===== src/rtl/cfglut_pkg.sv =====
// cfglut_pkg: shared widths and FSM encoding for the CFGLUT5 loader
package cfglut_pkg;
  localparam int INIT_W = 32;
  localparam int CNT_W = 5;
  typedef enum logic [1:0] {ST_IDLE, ST_SHIFT, ST_DONE} state_t;
endpackage


===== src/rtl/cfglut5_loader.sv =====
// cfglut5_loader: serial INIT writer and readback engine for a bank of CFGLUT5
module cfglut5_loader
  import cfglut_pkg::*;
#(
  parameter int NUM_LUTS = 4,
  parameter int SEL_W = 2
) (
  input  logic                CLK,
  input  logic                RST,
  input  logic                WR_VLD,
  output logic                WR_RDY,
  input  logic [SEL_W-1:0]    WR_SEL,
  input  logic [INIT_W-1:0]   WR_INIT,
  input  logic                WR_KEEP,
  output logic                CDI,
  output logic [NUM_LUTS-1:0] CE,
  input  logic [NUM_LUTS-1:0] CDO,
  output logic                RB_VLD,
  output logic [INIT_W-1:0]   RB_DATA,
  output logic                RB_ERR,
  output logic                BUSY
);
  localparam int SEL_N = 2 ** SEL_W;
  state_t r_state;
  logic [CNT_W-1:0] r_cnt;
  logic [INIT_W-1:0] r_sh, r_rb;
  logic [SEL_W-1:0] r_sel;
  logic r_keep, r_err;
  logic w_acc, w_shift, w_cdo;
  logic [SEL_N-1:0] w_cdo_all, w_hot;
  // Widen to the full index range so an out-of-range select reads a defined zero
  assign w_cdo_all = SEL_N'(CDO);
  assign w_hot = SEL_N'(1) << r_sel;
  assign w_shift = r_state == ST_SHIFT;
  assign w_acc = WR_VLD && WR_RDY;
  assign w_cdo = !r_err && w_cdo_all[r_sel];
  assign WR_RDY = r_state == ST_IDLE;
  assign BUSY = !WR_RDY;
  assign CE = (w_shift && !r_err) ? w_hot[NUM_LUTS-1:0] : '0;
  assign CDI = w_shift && (r_keep ? w_cdo : !r_err && r_sh[INIT_W-1]);
  assign RB_VLD = r_state == ST_DONE;
  assign RB_ERR = RB_VLD && r_err;
  assign RB_DATA = r_rb;
  always_ff @(posedge CLK)
    if (RST) begin
      r_state <= ST_IDLE;
      r_cnt <= '0;
      r_sh <= '0;
      r_rb <= '0;
      r_sel <= '0;
      r_keep <= 1'b0;
      r_err <= 1'b0;
    end else begin
      r_state <= w_acc ? ST_SHIFT :
                 w_shift ? (r_cnt == CNT_W'(INIT_W - 1) ? ST_DONE : ST_SHIFT) : ST_IDLE;
      if (w_acc) begin
        r_sh <= WR_INIT;
        r_sel <= WR_SEL;
        r_keep <= WR_KEEP;
        r_err <= 32'(WR_SEL) >= NUM_LUTS;
        r_cnt <= '0;
      end else if (w_shift) begin
        r_sh <= r_sh << 1;
        r_rb <= {r_rb[INIT_W-2:0], w_cdo};
        r_cnt <= r_cnt + CNT_W'(1);
      end
    end
endmodule

===== config.mk =====
export PLATFORM = sky130hd
export DESIGN_NAME = cfglut5_loader
export DESIGN_NICKNAME = d
export VERILOG_FILES = /design/src/rtl/cfglut_pkg.sv /design/src/rtl/cfglut5_loader.sv
export SDC_FILE = /design/constraint.sdc
export NUM_CORES = 1
export LEC_CHECK = 0
export CAP_MARGIN = 25
export CORE_MARGIN = 2
export CORE_UTILIZATION = 25
export DETAILED_ROUTE_END_ITERATION = 12
export PLACE_DENSITY = 0.45
export SLEW_MARGIN = 20
export SYNTH_ARGS = -nofsm -noshare
export SYNTH_HDL_FRONTEND = slang
export SYNTH_SLANG_ARGS = --single-unit

===== constraint.sdc =====
create_clock -name CLK -period 1.6 [get_ports CLK]
set_input_delay 0.24 -clock CLK [delete_from_list [all_inputs] [get_ports CLK]]
set_output_delay 0.24 -clock CLK [all_outputs]
set_load 0.005 [all_outputs]

## Yosys cells after proc, flatten, opt, wreduce, memory -nomap -nowiden

Cells that the tools add are included.

| word-level totals | value |
|---|---|
| bits in registers | 74 |

| operators by class | value |
|---|---|
| $add $sub $neg | 1 |
| magnitude comparators | 1 |
| equality and inequality tests | 3 |
| shifts and indexed selects | 1 |
| muxes and demuxes | 9 |
| bitwise operators | 2 |
| reduce and logical (&&, ||, !) cells | 8 |

Operators with widths:

| operator | count |
|---|---|
| $mux 32 | 2 |
| $add 5x1->5 const B | 1 |
| $eq 5x5->1 const B | 1 |
| $mux 1 | 4 |
| $mux 4 | 1 |
| $shl 1x2->4 const A | 1 |
| $lt 2x3->1 const B | 1 |
| $reduce_or 3->1 | 1 |
| $bmux 1 s2 | 1 |
| $eq 2x1->1 const B | 1 |
| $eq 2x2->1 const B | 1 |
| $logic_and 1x1->1 | 2 |
| $logic_not 2->1 | 1 |
| $mux 2 | 1 |
| $not 1->1 | 2 |
| $reduce_and 2->1 | 1 |
| $reduce_bool 2->1 | 1 |
| $reduce_or 2->1 | 1 |
| $logic_not 1->1 | 1 |

## Longest topological paths before layout

| depth | value |
|---|---|
| word-level depth | 4 |
| gate-level depth with buffers | 6 |

## Worst setup path before layout

Ideal clock, no wire load.

| timing | value |
|---|---|
| kind | reg-to-output |
| start | reg r_state[1] |
| end | out CDI |
| arrival | 1191 ps |
| required time | 1360 ps |
| slack | 169 ps |
| stages on the path, launching flop included | 5 |
| buffers on the path | 1 |
| path through | dfxtp_1 nand2b_1 buf_6 or4b_1 nand3_1 |

| on the way | value |
|---|---|
| word-level cells in the longest chain between the ends | 2 |

RTL lines:

| item | line | text |
|---|---|---|
| from (decl) | cfglut5_loader.sv:24 | `state_t r_state;` |
| from (signal assigned) | cfglut5_loader.sv:54 | `r_state <= w_acc ? ST_SHIFT :` |
| $eq 2x1->1 | cfglut5_loader.sv:34 | `assign w_shift = r_state == ST_SHIFT;` |
| $logic_and 1x1->1 | cfglut5_loader.sv:40 | `assign CDI = w_shift && (r_keep ? w_cdo : !r_err && r_sh[INIT_W-1]);` |
| to (decl) | cfglut5_loader.sv:15 | `output logic CDI,` |

No other way between the ends.

## Worst setup path after layout

Same ends and word-level chain as after synthesis.

==> flow_summary.yaml <==
setup_path:
  cp.arrival_ps: 1470
  regToRegSetupSlack_ps: 90
  start_kind: "flop"
  worstPathMaxFanout: 2
  worstPathRequired_ps: 1360
  r2r-end: "r_sh[6]"
  rr_worst_depth: 5
  path_class: "flop to output port"
  r2r_start: "r_state[0]"
  crit_path_end_kind: "output port"
  crit_path_start: "r_state[1]"
logic_synthesis:
  synth_cell_type_count: 37
  syn_nets: 427
  synthArstFlopShare_pct: 0
  syn-cell-area_mm2: 0.003108
  syn_inst: 383
  synth_edf_count: 0
  synth-seq-cells: 74
  synth-seq-area-share_pct: 47.67
  synth_ff_type: "dfxtp_1"
  yosysWarnings: 0
  avgSynthCellArea_um2: 8.115
floorplan:
  chipHeight_um: 115.5
  die_w_um: 115.5
  pin_count: 83
  core_area_mm2: 0.01206
  die-area_mm2: 0.01334
  std_cell_rows: 40
  initial_core_util_pct: 25.77
route:
  drt-initial-drc-count: 136
  vias: 2923
  route.top_layer_used: "met4"
  vias_per_cell: 4.596
  ant_nets: 0
  dr_wl_met2_mm: 3.652
  wl_met3_um: 458
  drc: 0
  wl_per_cell_um: 13.39
  first_pass_iters: 5
  wl_met1_mm: 4.312
  drt_wl_total_mm: 8.518
timing:
  slew_viol_final: 0
  rsz0062_at_grt: "true"
  max_freq_ghz: 0.5855
  finalHoldViolCount: 0
  hold_ws_ps: 339.2
  setup_viol: 1
  fin_crit_sh_pct: 106.7
  period_needed_ps: 1708
  clock_skew_ps: 6.452
  setup_slack_ps: -107.9
final_layout:
  fin_nets: 507
  design_area_mm2: 0.004502
  drive_gt1_share_pct: 11.97
  mostFrequentLayoutCells: "nand2_1 (78), dfxtp_1 (73), clkdlybuf4s50_1 (72)"
  diodes: 0
  multi_input_area_mm2: 0.001471
  instances_no_fill: 636
  seq_area_mm2: 0.001483
  final_core_util_pct: 37.32
  area_delta_synth_final_pct: 44.85
  fillCellCount: 1240
  layout_commonest_cell: "nand2_1"
clock_network:
  cts_max_level: 3
  clk_latency_ps: 330
  cts.sinks: 74
  cts_tree: "built"
  hold_buffers: 0
  path_clk_slew_ps: 50
  cts_buffer_depth: 2
  cts_buffers: 9
  cts-root-buf: "clkbuf_16"
power_and_ir_drop:
  power_density_mw_per_mm2: 1014
  ir_drop_uv: 475.3
  power.leakage_uw: 0.001625
  total_power_uw: 4563
grt:
  grt_pass1_wl_mm: 13.72
  groute.usage.overall_pct: 13.15
  grt_max_degree: 43
  grt_antenna_before_repair: 0
  grt-ovfl-total: 0
  grt_pass1_vias: 2710
worst_hold_path:
  min_to: "r_state[0]"
  min_from: "RST"
  worstHoldPathType: "input port to flop"
  hold_depth: 2
placed_design:
  numPortBuffers: 81
  placed_cell_area_mm2: 0.004116
  gp_congestion: 0.7341
  place_hpwl_mm: 5.680
  dp_cells: 617
run_status:
  status: "finished, violations left"
  violations: "setup timing"
run:
  drv_cap: 0
-- worst max-delay path: stages, from the launching register on --
cell and delay [ps]:
dfxtp_1 310, nand2b_4 130, or4b_1 510, nand3_1 90
buf_2 110
-- logic make-up after synthesis --
family                     count (synthesis)  synth area share [%]
AOI/OAI and AO/OA                        103                 22.42
xor gates and xnor gates                   2                0.5637
adders and majority gates                  2                0.8050
buffers and inverters                     40                 6.481
DFF                                       74                 47.67
muxes                                      2                0.6844
other                                      1                0.1207
and+or+nand+nor                          159                 21.26
-- cell usage after synthesis (2+ instances only) --
cell type   n  share of area, %
a211oi_1   30               7.2
a21oi_1    39               6.3
and3_1      2              0.40
buf_2      15               2.4
buf_4       6               1.4
clkbuf_1   12               1.4
clkbuf_2    2              0.32
dfxtp_1    74                48
ha_1        2              0.81
inv_1       3              0.36
nand2_1    79               9.5
nand2b_1    3              0.60
nand3_1     4              0.64
nand3b_1    2              0.48
nor2_1     59               7.1
nor3b_1     2              0.48
o22ai_1     6               1.2
o2bb2ai_1  23               6.5
or3_1       2              0.40
-- where the power goes --
group	switching (uW)	internal, uW	total, uW
clock network	714	1260	1970
logic	301	300	601
registers	51.5	1940	1990
-- metrics by stage --
stage | TNS [ps] | worst slack (ps)
after global placement | -3666 | -472.0
after global routing | -218.6 | -189.6
after detailed placement | -4104 | -479.0
after floorplan | 0 | 168.9
final | -107.9 | -107.9
after CTS | -143.3 | -143.3
-- registers in the layout, summed over array words and instances (netlist names) --
name	cells
RB_DATA	32
r_cnt	5
r_keep	1
r_sel	2
r_sh	32
r_state	2
-- worst max-delay path by stage --
stage	end	slack, ps	cells past startpoint
detailed placement	CDI	-480	5
finish	CDI	-110	4
global route	CDI	-190	4
global placement	CDI	-470	5
CTS	CDI	-140	4
floorplan	CDI	170	4
-- layout make-up --
cell class	count	share of cell area (%)
clock buffers	15	6.615
clock inverters	1	0.1112
inverters	3	0.2501
multi-input cells	269	32.68
flip-flops and latches	74	32.93
well taps	168	4.669
repair buffers	106	22.73
-- repair_timing --
item | in CTS | in global routing
endpoints found under the hold margin | 0 | 0
resized for setup | 27 | 11
buffers inserted | 3 | 0
pin swaps | 2 | 3
setup endpoints to repair | 19 | 16
-- layer usage --
metal | track usage, % | vias up
li1 | - | 1471
met1 | 18.14 | 1363
met2 | 19.45 | 82
met3 | 4.446 | 7
met4 | 3.855 | 0
met5 | 0 | -
No activity file was read; power rests on OpenSTA's default activity.
